$ cat src/rtl/multicycle_control_fsm.sv
// Multicycle datapath sequencing controller: FETCH, DECODE, then one or two execute states per instruction.
// Optional CTRL_ILLEGAL_TRAP_EN: an undecoded instruction halts the machine instead of retiring as a NOP.
module multicycle_control_fsm #(
    parameter int OPW  = 6,
    parameter int ALUW = 5
) (
    input  logic            clock,
    input  logic            reset,
    input  logic [31:0]     instr,
    output logic            PCWrite,
    output logic            IorD,
    output logic            IRWrite,
    output logic            secondRound,
    output logic            ALUSrcA,
    output logic [1:0]      ALUSrcB,
    output logic [ALUW-1:0] ALUControl,
    output logic [1:0]      PCSrc,
    output logic            memWrite,
    output logic            memToReg,
    output logic            regDst,
    output logic            regWriteEnable,
    output logic            jump,
    output logic            jumpReg,
    output logic [3:0]      state,
    output logic            illegal
);

    typedef enum logic [3:0] {
        S_FETCH  = 4'd0,
        S_DECODE = 4'd1,
        S_RTYPE  = 4'd2,
        S_NORI   = 4'd3,
        S_LWADDR = 4'd4,
        S_LWWB   = 4'd5,
        S_SW     = 4'd6,
        S_BLEU   = 4'd7,
        S_JMP    = 4'd8,
        S_JAL    = 4'd9,
        S_JR     = 4'd10,
        S_NOP    = 4'd11,
        S_HALT   = 4'd15
    } state_t;

    localparam logic [OPW-1:0] OP_RTYPE = OPW'(6'b000000);
    localparam logic [OPW-1:0] OP_NORI  = OPW'(6'b001110);
    localparam logic [OPW-1:0] OP_LW    = OPW'(6'b100011);
    localparam logic [OPW-1:0] OP_SW    = OPW'(6'b101011);
    localparam logic [OPW-1:0] OP_BLEU  = OPW'(6'b000111);
    localparam logic [OPW-1:0] OP_J     = OPW'(6'b000010);
    localparam logic [OPW-1:0] OP_JAL   = OPW'(6'b000011);

    localparam logic [OPW-1:0] FN_ADD  = OPW'(6'b100000);
    localparam logic [OPW-1:0] FN_AND  = OPW'(6'b100100);
    localparam logic [OPW-1:0] FN_NOR  = OPW'(6'b100111);
    localparam logic [OPW-1:0] FN_NOT  = OPW'(6'b101000);
    localparam logic [OPW-1:0] FN_ROL  = OPW'(6'b000100);
    localparam logic [OPW-1:0] FN_ROR  = OPW'(6'b000110);
    localparam logic [OPW-1:0] FN_JR   = OPW'(6'b001000);

    localparam logic [ALUW-1:0] ALU_ADD = ALUW'(5'b00000);
    localparam logic [ALUW-1:0] ALU_SUB = ALUW'(5'b00001);
    localparam logic [ALUW-1:0] ALU_AND = ALUW'(5'b00010);
    localparam logic [ALUW-1:0] ALU_NOR = ALUW'(5'b00011);
    localparam logic [ALUW-1:0] ALU_NOT = ALUW'(5'b00100);
    localparam logic [ALUW-1:0] ALU_ROL = ALUW'(5'b00101);
    localparam logic [ALUW-1:0] ALU_ROR = ALUW'(5'b00110);

    state_t          state_q, state_d;
    logic            illegal_q, illegal_d;
    logic [OPW-1:0]  opcode, funct;
    state_t          dispatch;
    logic            decode_ok;
    logic [ALUW-1:0] alu_rtype;
    logic            unused_instr_bits;

    assign opcode = instr[31 -: OPW];
    assign funct  = instr[OPW-1:0];
    assign unused_instr_bits = ^instr[31-OPW:OPW];

    always_comb begin
        dispatch  = S_FETCH;
        decode_ok = 1'b1;
        case (opcode)
            OP_RTYPE: begin
                case (funct)
                    FN_ADD, FN_AND, FN_NOR, FN_NOT, FN_ROL, FN_ROR: dispatch = S_RTYPE;
                    FN_JR:   dispatch  = S_JR;
                    default: decode_ok = 1'b0;
                endcase
            end
            OP_NORI: dispatch  = S_NORI;
            OP_LW:   dispatch  = S_LWADDR;
            OP_SW:   dispatch  = S_SW;
            OP_BLEU: dispatch  = S_BLEU;
            OP_J:    dispatch  = S_JMP;
            OP_JAL:  dispatch  = S_JAL;
            default: decode_ok = 1'b0;
        endcase
    end

    always_comb begin
        alu_rtype = ALU_ADD;
        case (funct)
            FN_AND:  alu_rtype = ALU_AND;
            FN_NOR:  alu_rtype = ALU_NOR;
            FN_NOT:  alu_rtype = ALU_NOT;
            FN_ROL:  alu_rtype = ALU_ROL;
            FN_ROR:  alu_rtype = ALU_ROR;
            default: alu_rtype = ALU_ADD;
        endcase
    end

    always_comb begin
        state_d        = state_q;
        illegal_d      = illegal_q;
        PCWrite        = 1'b0;
        IorD           = 1'b0;
        IRWrite        = 1'b0;
        secondRound    = 1'b0;
        ALUSrcA        = 1'b0;
        ALUSrcB        = 2'b00;
        ALUControl     = '0;
        PCSrc          = 2'b00;
        memWrite       = 1'b0;
        memToReg       = 1'b0;
        regDst         = 1'b0;
        regWriteEnable = 1'b0;
        jump           = 1'b0;
        jumpReg        = 1'b0;

        case (state_q)
            S_FETCH: begin
                IRWrite = 1'b1;
                state_d = S_DECODE;
            end
            S_DECODE: begin
                secondRound = 1'b1;
                if (decode_ok) begin
                    state_d = dispatch;
                end else begin
                    illegal_d = 1'b1;
`ifdef CTRL_ILLEGAL_TRAP_EN
                    state_d = S_HALT;
`else
                    state_d = S_NOP;
`endif
                end
            end
            S_RTYPE: begin
                secondRound    = 1'b1;
                ALUSrcA        = 1'b1;
                ALUControl     = alu_rtype;
                regDst         = 1'b1;
                regWriteEnable = 1'b1;
                PCWrite        = 1'b1;
                state_d        = S_FETCH;
            end
            S_NORI: begin
                secondRound    = 1'b1;
                ALUSrcA        = 1'b1;
                ALUSrcB        = 2'b10;
                ALUControl     = ALU_NOR;
                regWriteEnable = 1'b1;
                PCWrite        = 1'b1;
                state_d        = S_FETCH;
            end
            S_LWADDR: begin
                secondRound = 1'b1;
                ALUSrcA     = 1'b1;
                ALUSrcB     = 2'b10;
                ALUControl  = ALU_ADD;
                IorD        = 1'b1;
                state_d     = S_LWWB;
            end
            S_LWWB: begin
                secondRound    = 1'b1;
                IorD           = 1'b1;
                ALUSrcA        = 1'b1;
                ALUSrcB        = 2'b10;
                memToReg       = 1'b1;
                regWriteEnable = 1'b1;
                PCWrite        = 1'b1;
                state_d        = S_FETCH;
            end
            S_SW: begin
                secondRound = 1'b1;
                ALUSrcA     = 1'b1;
                ALUSrcB     = 2'b10;
                ALUControl  = ALU_ADD;
                IorD        = 1'b1;
                memWrite    = 1'b1;
                PCWrite     = 1'b1;
                state_d     = S_FETCH;
            end
            S_BLEU: begin
                secondRound = 1'b1;
                ALUSrcA     = 1'b1;
                ALUControl  = ALU_SUB;
                PCSrc       = 2'b10;
                PCWrite     = 1'b1;
                state_d     = S_FETCH;
            end
            S_JMP: begin
                secondRound = 1'b1;
                PCSrc       = 2'b01;
                PCWrite     = 1'b1;
                state_d     = S_FETCH;
            end
            S_JAL: begin
                secondRound    = 1'b1;
                PCSrc          = 2'b01;
                PCWrite        = 1'b1;
                jump           = 1'b1;
                regWriteEnable = 1'b1;
                state_d        = S_FETCH;
            end
            S_JR: begin
                secondRound = 1'b1;
                PCSrc       = 2'b01;
                jumpReg     = 1'b1;
                PCWrite     = 1'b1;
                state_d     = S_FETCH;
            end
            S_NOP: begin
                secondRound = 1'b1;
                PCWrite     = 1'b1;
                state_d     = S_FETCH;
            end
            S_HALT: begin
                illegal_d = 1'b1;
                state_d   = S_HALT;
            end
            default: state_d = S_FETCH;
        endcase

        // Reset gates every output in the same cycle so an aborted instruction commits nothing.
        if (reset) begin
            PCWrite        = 1'b0;
            IorD           = 1'b0;
            IRWrite        = 1'b0;
            secondRound    = 1'b0;
            ALUSrcA        = 1'b0;
            ALUSrcB        = 2'b00;
            ALUControl     = '0;
            PCSrc          = 2'b00;
            memWrite       = 1'b0;
            memToReg       = 1'b0;
            regDst         = 1'b0;
            regWriteEnable = 1'b0;
            jump           = 1'b0;
            jumpReg        = 1'b0;
        end
    end

    assign state   = reset ? 4'd0 : state_q;
    assign illegal = reset ? 1'b0 : illegal_q;

    always_ff @(posedge clock) begin
        if (reset) begin
            state_q   <= S_FETCH;
            illegal_q <= 1'b0;
        end else begin
            state_q   <= state_d;
            illegal_q <= illegal_d;
        end
    end

endmodule

$ cat config.mk
export PLATFORM = sky130hd
export DESIGN_NAME = multicycle_control_fsm
export DESIGN_NICKNAME = d
export VERILOG_FILES = /design/src/rtl/multicycle_control_fsm.sv
export SDC_FILE = /design/constraint.sdc
export NUM_CORES = 1
export LEC_CHECK = 0
export BUFFER_PORTS_ARGS = -buffer_cell sky130_fd_sc_hd__buf_4
export CAP_MARGIN = 25
export CORE_MARGIN = 3
export CORE_UTILIZATION = 41
export CTS_CLUSTER_SIZE = 40
export DETAILED_ROUTE_END_ITERATION = 8
export PLACE_DENSITY = 0.92
export SETUP_SLACK_MARGIN = 0.5
export SLEW_MARGIN = 5
export SYNTH_ARGS = -nofsm -noshare
export SYNTH_HDL_FRONTEND = slang
export SYNTH_SLANG_ARGS = --single-unit
$ cat constraint.sdc
create_clock -name clock -period 2.49 [get_ports clock]
set_input_delay 0.1245 -clock clock [delete_from_list [all_inputs] [get_ports clock]]
set_output_delay 0.1245 -clock clock [all_outputs]
set_load 0.01 [all_outputs]
* Word-level counts from Yosys, hierarchy flattened
Index checks and enable logic that the tools add are counted.
Storage, ports and cells: memories kept 0, register bits after elaboration 5, latch bits 0, memory bits (read-only) 0, logic and storage cells 81, bits in writable memories 0
Cells by class: add/sub/neg operators 0, eq/ne operators 26, reduce and logical (&&, ||, !) cells 14, magnitude comparators 0, shift-type cells 0, bitwise logic cells 0, multiplexer cells 39, divide/modulo/power cells 0, multipliers 0
Operators by type and width (number):
- equality test 6 bit (second input constant) | 6
- case mux 4 bit (7 select lines) | 1
- 2-to-1 mux 1 bit | 25
- equality test 4 bit (second input constant) | 5
- equality test 6 x 3 -> 1 bit (second input constant) | 3
- OR reduction 6 bit | 3
- equality test 4 x 3 -> 1 bit (second input constant) | 4
- case mux 4 bit (4 select lines) | 1
- case mux 3 bit (5 select lines) | 1
- case mux 5 bit (3 select lines) | 1
- equality test 6 x 2 -> 1 bit (second input constant) | 2
- equality test 6 x 4 -> 1 bit (second input constant) | 2
- OR reduction 11 bit | 1
- OR reduction 9 bit | 1
- equality test 4 x 2 -> 1 bit (second input constant) | 2
- 2-to-1 mux 4 bit | 2
- case mux 4 bit (2 select lines) | 1
- OR reduction 4 bit | 2
- OR reduction 7 bit | 1
- logical NOT 6 bit | 1
- 2-to-1 mux 2 bit | 3
- OR reduction 3 bit | 2
- 2-to-1 mux 5 bit | 1
- equality test 4 x 1 -> 1 bit (second input constant) | 1
- other kinds (6) | 7

* Depth between registers and ports, before layout
Gate-level depths: netlist (run 1).
depth after elaboration 6, gate-level depth with buffers 6, mapped depth without buffers 5

* Worst setup path before layout (run 1)
OpenSTA, ideal clock, no wires.
path kind reg-to-output, start point reg state_q[0], end point out ALUControl[2], arrival 1486 ps, required time 2365 ps, setup slack 880 ps, cell stages (with the launch flop) 5, cells stage by stage dfxtp_1 buf_2 nand2b_1 nor4_1 nor4b_1
Between the ends: word-level cells in the longest chain between the ends 3
RTL lines:
- start: declaration | line 68 | state_t state_q, state_d;
- start signal: assignment | line 263 | state_q <= state_d;
- equality test 4 x 3 -> 1 bit / equality test 4 x 2 -> 1 bit (equally long branches) | line 131 | case (state_q)
- case mux 5 bit (3 select lines) (*) | line 131
- 2-to-1 mux 5 bit (*) | line 237 | if (reset) begin
- end: declaration | line 16 | output logic [ALUW-1:0] ALUControl,
Mark *: on every way between the ends. The rest lies on a longest branch, timed or not.

* Final worst setup path (run 1)
Ends and elaborated chain as after synthesis.

==> flow_summary.json, run 1 <==
{
  "outcome": "finished, final reports clean",
  "grt_pass1_vias": 634,
  "synth-seq-cells": 5,
  "synthArstFlopShare_pct": 0,
  "clock-sinks": 5,
  "area.growth.synth_to_final_pct": 38.75,
  "core_um2": 1559,
  "tns_ns": 0,
  "syn_inst": 109,
  "grt_pass1_wl_um": 2580,
  "worstPathMaxFanout": 18,
  "drive_gt1_share_pct": 32.14,
  "gp_congestion": 0.7831,
  "final_nets": 175,
  "period_share_pct": 73.23,
  "num_vias": 867,
  "cts_root_buf": "clkbuf_4",
  "setup_viol": 0,
  "die_x_um": 47.34,
  "worst_pin_slew_ns": 0.5748,
  "critical_path_class": "reg2out",
  "fin_skew_ns": 0.001852,
  "drtIter0Drc": 19,
  "die_height_um": 47.34,
  "antenna_found_initial": 0,
  "fmax_mhz": 548.4,
  "clkSlewWorstSetupHoldPaths_ns": 0.04,
  "synth_warnings": 0,
  "via_per_inst": 5.558,
  "synthTopCellsByCount": "nor2_1 (21), nand2b_1 (9), nand2_1 (8), a21oi_1 (7)",
  "wl_um": 1823,
  "io_buffers": 35,
  "ys_types": 39,
  "first_pass_iters": 4,
  "cts_max_level": 1,
  "yosysTopAreaCell": "dfxtp_1",
  "drc": 0,
  "slew-limit-headroom_pct": 61.63,
  "leakage_nw": 0.4109,
  "rsz0062_at_grt": "false",
  "drv_cap": 0,
  "cts_max_path_buffers": 2,
  "num_rows": 14,
  "cts_tree": "yes",
  "overflow": 0,
  "cts_buffers": 3,
  "syn_area_per_cell_um2": 6.428,
  "n_antenna_cell": 0,
  "ir_drop_uv": 231.0,
  "grt_max_degree": 20,
  "synth_top_area_share_pct": 14.29,
  "synth_edf_count": 0,
  "yosysMostFrequentCell": "nor2_1",
  "critPathLaunchType": "flop",
  "ys.flop_type": "dfxtp_1",
  "cp.required_ns": 2.37,
  "power_mw": 0.5606,
  "synth_area_leaders": "dfxtp_1 (14%), nor2_1 (11%), nand2b_1 (8.0%)",
  "ctsHoldBuffers": 0,
  "start_util_pct": 44.94,
  "synth_area_um2": 700.7,
  "dp_hpwl_um": 1397,
  "detail-route-antenna-nets": 0,
  "cp_data_arrival_time_ns": 1.70,
  "cp-end-kind": "output port",
  "ios": 59,
  "powerDensity_nw_per_um2": 576.6,
  "grt.total_usage_pct": 15.53,
  "clock_latency_ns": 0.24,
  "slew_viol_final": 0,
  "hold_path_class": "in2reg",
  "die-area_um2": 2241,
  "hold_viol": 0,
  "wl_per_cell_um": 11.69,
  "layout_min_cycle_time_ns": 1.823,
  "yosysSeqAreaShare_pct": 14.29
}
[critical path, cell delays in order (launching register included)]
cell and delay (ns):
dfxtp_1 0.46, nand2b_1 0.27, nor4_1 0.24, nor4b_2 0.31, buf_4 0.18
[layout make-up]
type	count	area [um^2]
sequential	5	101.3
inverter	2	7.507
fill	148	586.8
multi-input combinational	94	554.3
clock buffer	4	26.28
tap	16	20.02
timing repair buffer	35	262.8
[kinds of logic (layout without fill, tap and decap cells)]
| kind of cell | after synthesis | after routing | share of synthesized area [%] |
|---|---|---|---|
| flops | 5 | 5 | 14.29 |
| buf+inv | 12 | 41 | 8.570 |
| compound gates | 28 | 28 | 26.97 |
| mux | 1 | 1 | 1.607 |
| other cells | 1 | 3 | 0.5352 |
| simple gates | 59 | 59 | 44.29 |
| xor+xnor | 3 | 3 | 3.751 |
[final timing paths]
kind               from             to  slack [ns]  cells past startpoint
min               reset      illegal_q        0.16                      2
max          state_q[0]  ALUControl[2]        0.67                      4
min reg2reg   illegal_q      illegal_q        0.46                      2
max reg2reg  state_q[0]     state_q[3]        0.91                      4
[cell usage in the layout (no fill, tap or decap), types with 3 or more instances in the layout]
cell type / synthesis / layout
a21oi_1: 7 / 7
a31oi_1: 4 / 4
buf_4: 3 / 35
clkbuf_4: 0 / 3
conb_1: 1 / 3
dfxtp_1: 5 / 4
nand2_1: 8 / 8
nand2b_1: 9 / 9
nor2_1: 21 / 21
nor2b_1: 5 / 5
nor3_1: 4 / 4
nor4_1: 3 / 3
o21ai_0: 3 / 3
[power breakdown]
| group | leakage, nW | switching (mW) | internal (mW) |
|---|---|---|---|
| registers | 0.0414 | 0.0591 | 0.104 |
| clock network | 0.0150 | 0.0317 | 0.0605 |
| logic | 0.354 | 0.145 | 0.160 |
| total | 0.411 | 0.236 | 0.325 |
[stage by stage]
stage	instances	worst slack [ns]	hold WS [ns]	util [%]	instance area, um^2
global placement	152	0.9546	0.4082	60.19	938.4
floorplan	111	0.8795	0.2954	-	708.2
detailed placement	152	0.9293	0.4128	60.19	938.4
global route	156	0.5511	0.1669	62.36	972.2
CTS	156	0.5573	0.1588	61.88	964.7
finish	156	0.6666	0.1583	62.36	972.2
[sequential cells by signal, summed over array words and instances (netlist names)]
signal,cells
illegal_q,1
state_q,4
[metal layers]
metal / share of wire (%) / vias to the layer above / global-route usage (%) / routed length, um
li1: - / 445 / - / -
met1: 44 / 391 / 18.88 / 798
met2: 48 / 29 / 27.27 / 872
met3: 7.5 / 2 / 2.682 / 136
met4: 0.93 / 0 / 4.972 / 17
met5: 0 / - / 0 / 0
[timing repair]
action	CTS	global route
endpoints found under the hold margin	0	0
setup endpoints to repair	0	1
resized for setup	0	2
buffers inserted	0	0
(Power assumes the default switching activity.)
==> run 2, diff against run 1 <==
Settings changed: CORE_ASPECT_RATIO set to 1.4, CORE_UTILIZATION 41 to 34, PLACE_DENSITY 0.92 to 0.82.
Clock period 2.49 ns to 1.5 ns, I/O delays scaled along.
==> flow_summary.json, run 2 (synthesis results as in run 1) <==
{
  "grt_max_degree": 16,
  "num_vias": 1000,
  "reg2reg_slack_ns": 0.29,
  "clock-sinks": 5,
  "hold_ws_ns": 0.1799,
  "layout_min_cycle_time_ns": 1.384,
  "layout_commonest_cell": "buf_4",
  "area.growth.synth_to_final_pct": 100.9,
  "place_area_um2": 1097,
  "cts_max_path_buffers": 2,
  "worstPathMaxFanout": 7,
  "outcome": "finished, final reports clean",
  "ios": 59,
  "fin_skew_ns": 0.003183,
  "crit_path_max_incr_delay_ns": 0.38,
  "antenna_found_initial": 0,
  "p_sw_mw": 0.5998,
  "swShare_pct": 40.17,
  "largest_reg_flops": 4,
  "clock_latency_ns": 0.24,
  "drv_cap": 0,
  "clkSlewWorstSetupHoldPaths_ns": 0.04,
  "period_share_pct": 92.24,
  "pwr-share-clk_pct": 10.2,
  "die_height_um": 59.71,
  "powerDensity_nw_per_um2": 1061,
  "layout_common_cells": "buf_4 (37), buf_6 (16), nor2_1 (15)",
  "seq_power_share_pct": 16.6,
  "start_util_pct": 37.94,
  "via_per_inst": 5.556,
  "hold_path_class": "in2reg",
  "wl_um": 2673,
  "regArea_um2": 115.1,
  "comb_power_share_pct": 73.2,
  "critPathLaunchType": "flop",
  "die_x_um": 44.37,
  "core_um2": 1847,
  "n_antenna_cell": 0,
  "nFillCells": 128,
  "final_area_um2": 1408,
  "grt_pass1_wl_um": 4264,
  "dp_hpwl_um": 1591,
  "cp_data_arrival_time_ns": 1.31,
  "drc": 0,
  "rsz0062_at_grt": "true",
  "multi_input_area_um2": 735.7,
  "p_int_mw": 0.8934,
  "io_buffers": 35,
  "drtIter0Drc": 17,
  "slew_viol_final": 0,
  "cts_root_buf": "clkbuf_4",
  "drive_gt1_share_pct": 56.88,
  "cp_cell_sequence": "nor4_4 -> nor4b_4 -> buf_4",
  "wl_per_cell_um": 14.85,
  "critical_path_class": "reg2out",
  "final_nets": 195,
  "cp.required_ns": 1.42,
  "ir_drop_uv": 529.8,
  "die-area_um2": 2649,
  "fmax_mhz": 722.8,
  "grt.total_usage_pct": 20.63,
  "overflow": 0,
  "gp_congestion": 0.7610,
  "reg.largest.list": "state_q x4, illegal_q x1",
  "leakage_nw": 0.6051,
  "cp_slowest_cell": "dfxtp_4",
  "crit_buf_inv": 1,
  "top_register": "state_q",
  "cp-end-kind": "output port",
  "detail-route-antenna-nets": 0,
  "hold_viol": 0,
  "tns_ns": 0,
  "first_pass_iters": 4,
  "grt_pass1_vias": 1008,
  "cts_buffers": 3,
  "cts_tree": "yes",
  "ctsHoldBuffers": 0,
  "cts_max_level": 1,
  "setup_viol": 0,
  "fin_util_pct": 76.22,
  "cp_top_family": "simple AND/OR/NAND/NOR gates",
  "num_rows": 18
}
[run 2: cell types whose count changed in the layout (fill, tap and decap cells not counted), sizes merged]
cell  previous run  this run
buf             35        55
[run 2: worst register-to-register path, stage by stage (launching register included)]
cell and delay [ns]:
dfxtp_4 0.37, buf_6 0.11, nand2b_4 0.07, nand2b_4 0.16
a211o_1 0.27, a31oi_1 0.15
[run 2: final cells by class]
class,instances,share of cell area (%)
Clock buffer,4,1.867
Inverter,2,0.5333
Multi-Input combinational cell,94,52.27
Sequential cell,5,8.178
Tap cell,20,1.778
Timing Repair Buffer,55,35.38
[run 2: routing by layer]
metal | wire length [um] | track usage [%] | vias to the layer above | part of all wire (%)
li1 | - | - | 490 | -
met1 | 978 | 22.95 | 478 | 37
met2 | 1573 | 38.75 | 30 | 59
met3 | 100 | 1.205 | 2 | 3.7
met4 | 21 | 9.483 | 0 | 0.79
met5 | 0 | 0 | - | 0
[run 2: per-stage QoR]
step	total power [mW]	instances	worst slack, ns
6_report	1.493	180	0.1164
5_1_grt	1.593	180	0.03566
4_1_cts	1.344	176	0.1321
3_5_place_dp	0.9384	161	0.1357
3_3_place_gp	0.9223	161	0.1365
2_1_floorplan	0.7378	111	0.3001
[run 2: power groups by stage]
stage / Sequential (mW) / Clock (mW) / Combinational (mW)
3_5_place_dp: 0.239 / 0 / 0.699
5_1_grt: 0.257 / 0.163 / 1.17
2_1_floorplan: 0.191 / 0 / 0.547
6_report: 0.248 / 0.152 / 1.09
3_3_place_gp: 0.236 / 0 / 0.686
4_1_cts: 0.238 / 0.154 / 0.952
[run 2: path summary, 6_finish.rpt]
path,endpoint,start,cells past startpoint
max,ALUControl[2],state_q[3],3
min,state_q[2],reset,2
max reg2reg,state_q[0],state_q[0],5
min reg2reg,illegal_q,illegal_q,2
[run 2: timing repair]
item | in CTS | in global routing
buffers inserted | 11 | 4
gates resized for setup | 25 | 12
endpoints found under the setup margin | 26 | 26
pin swaps | 1 | 5
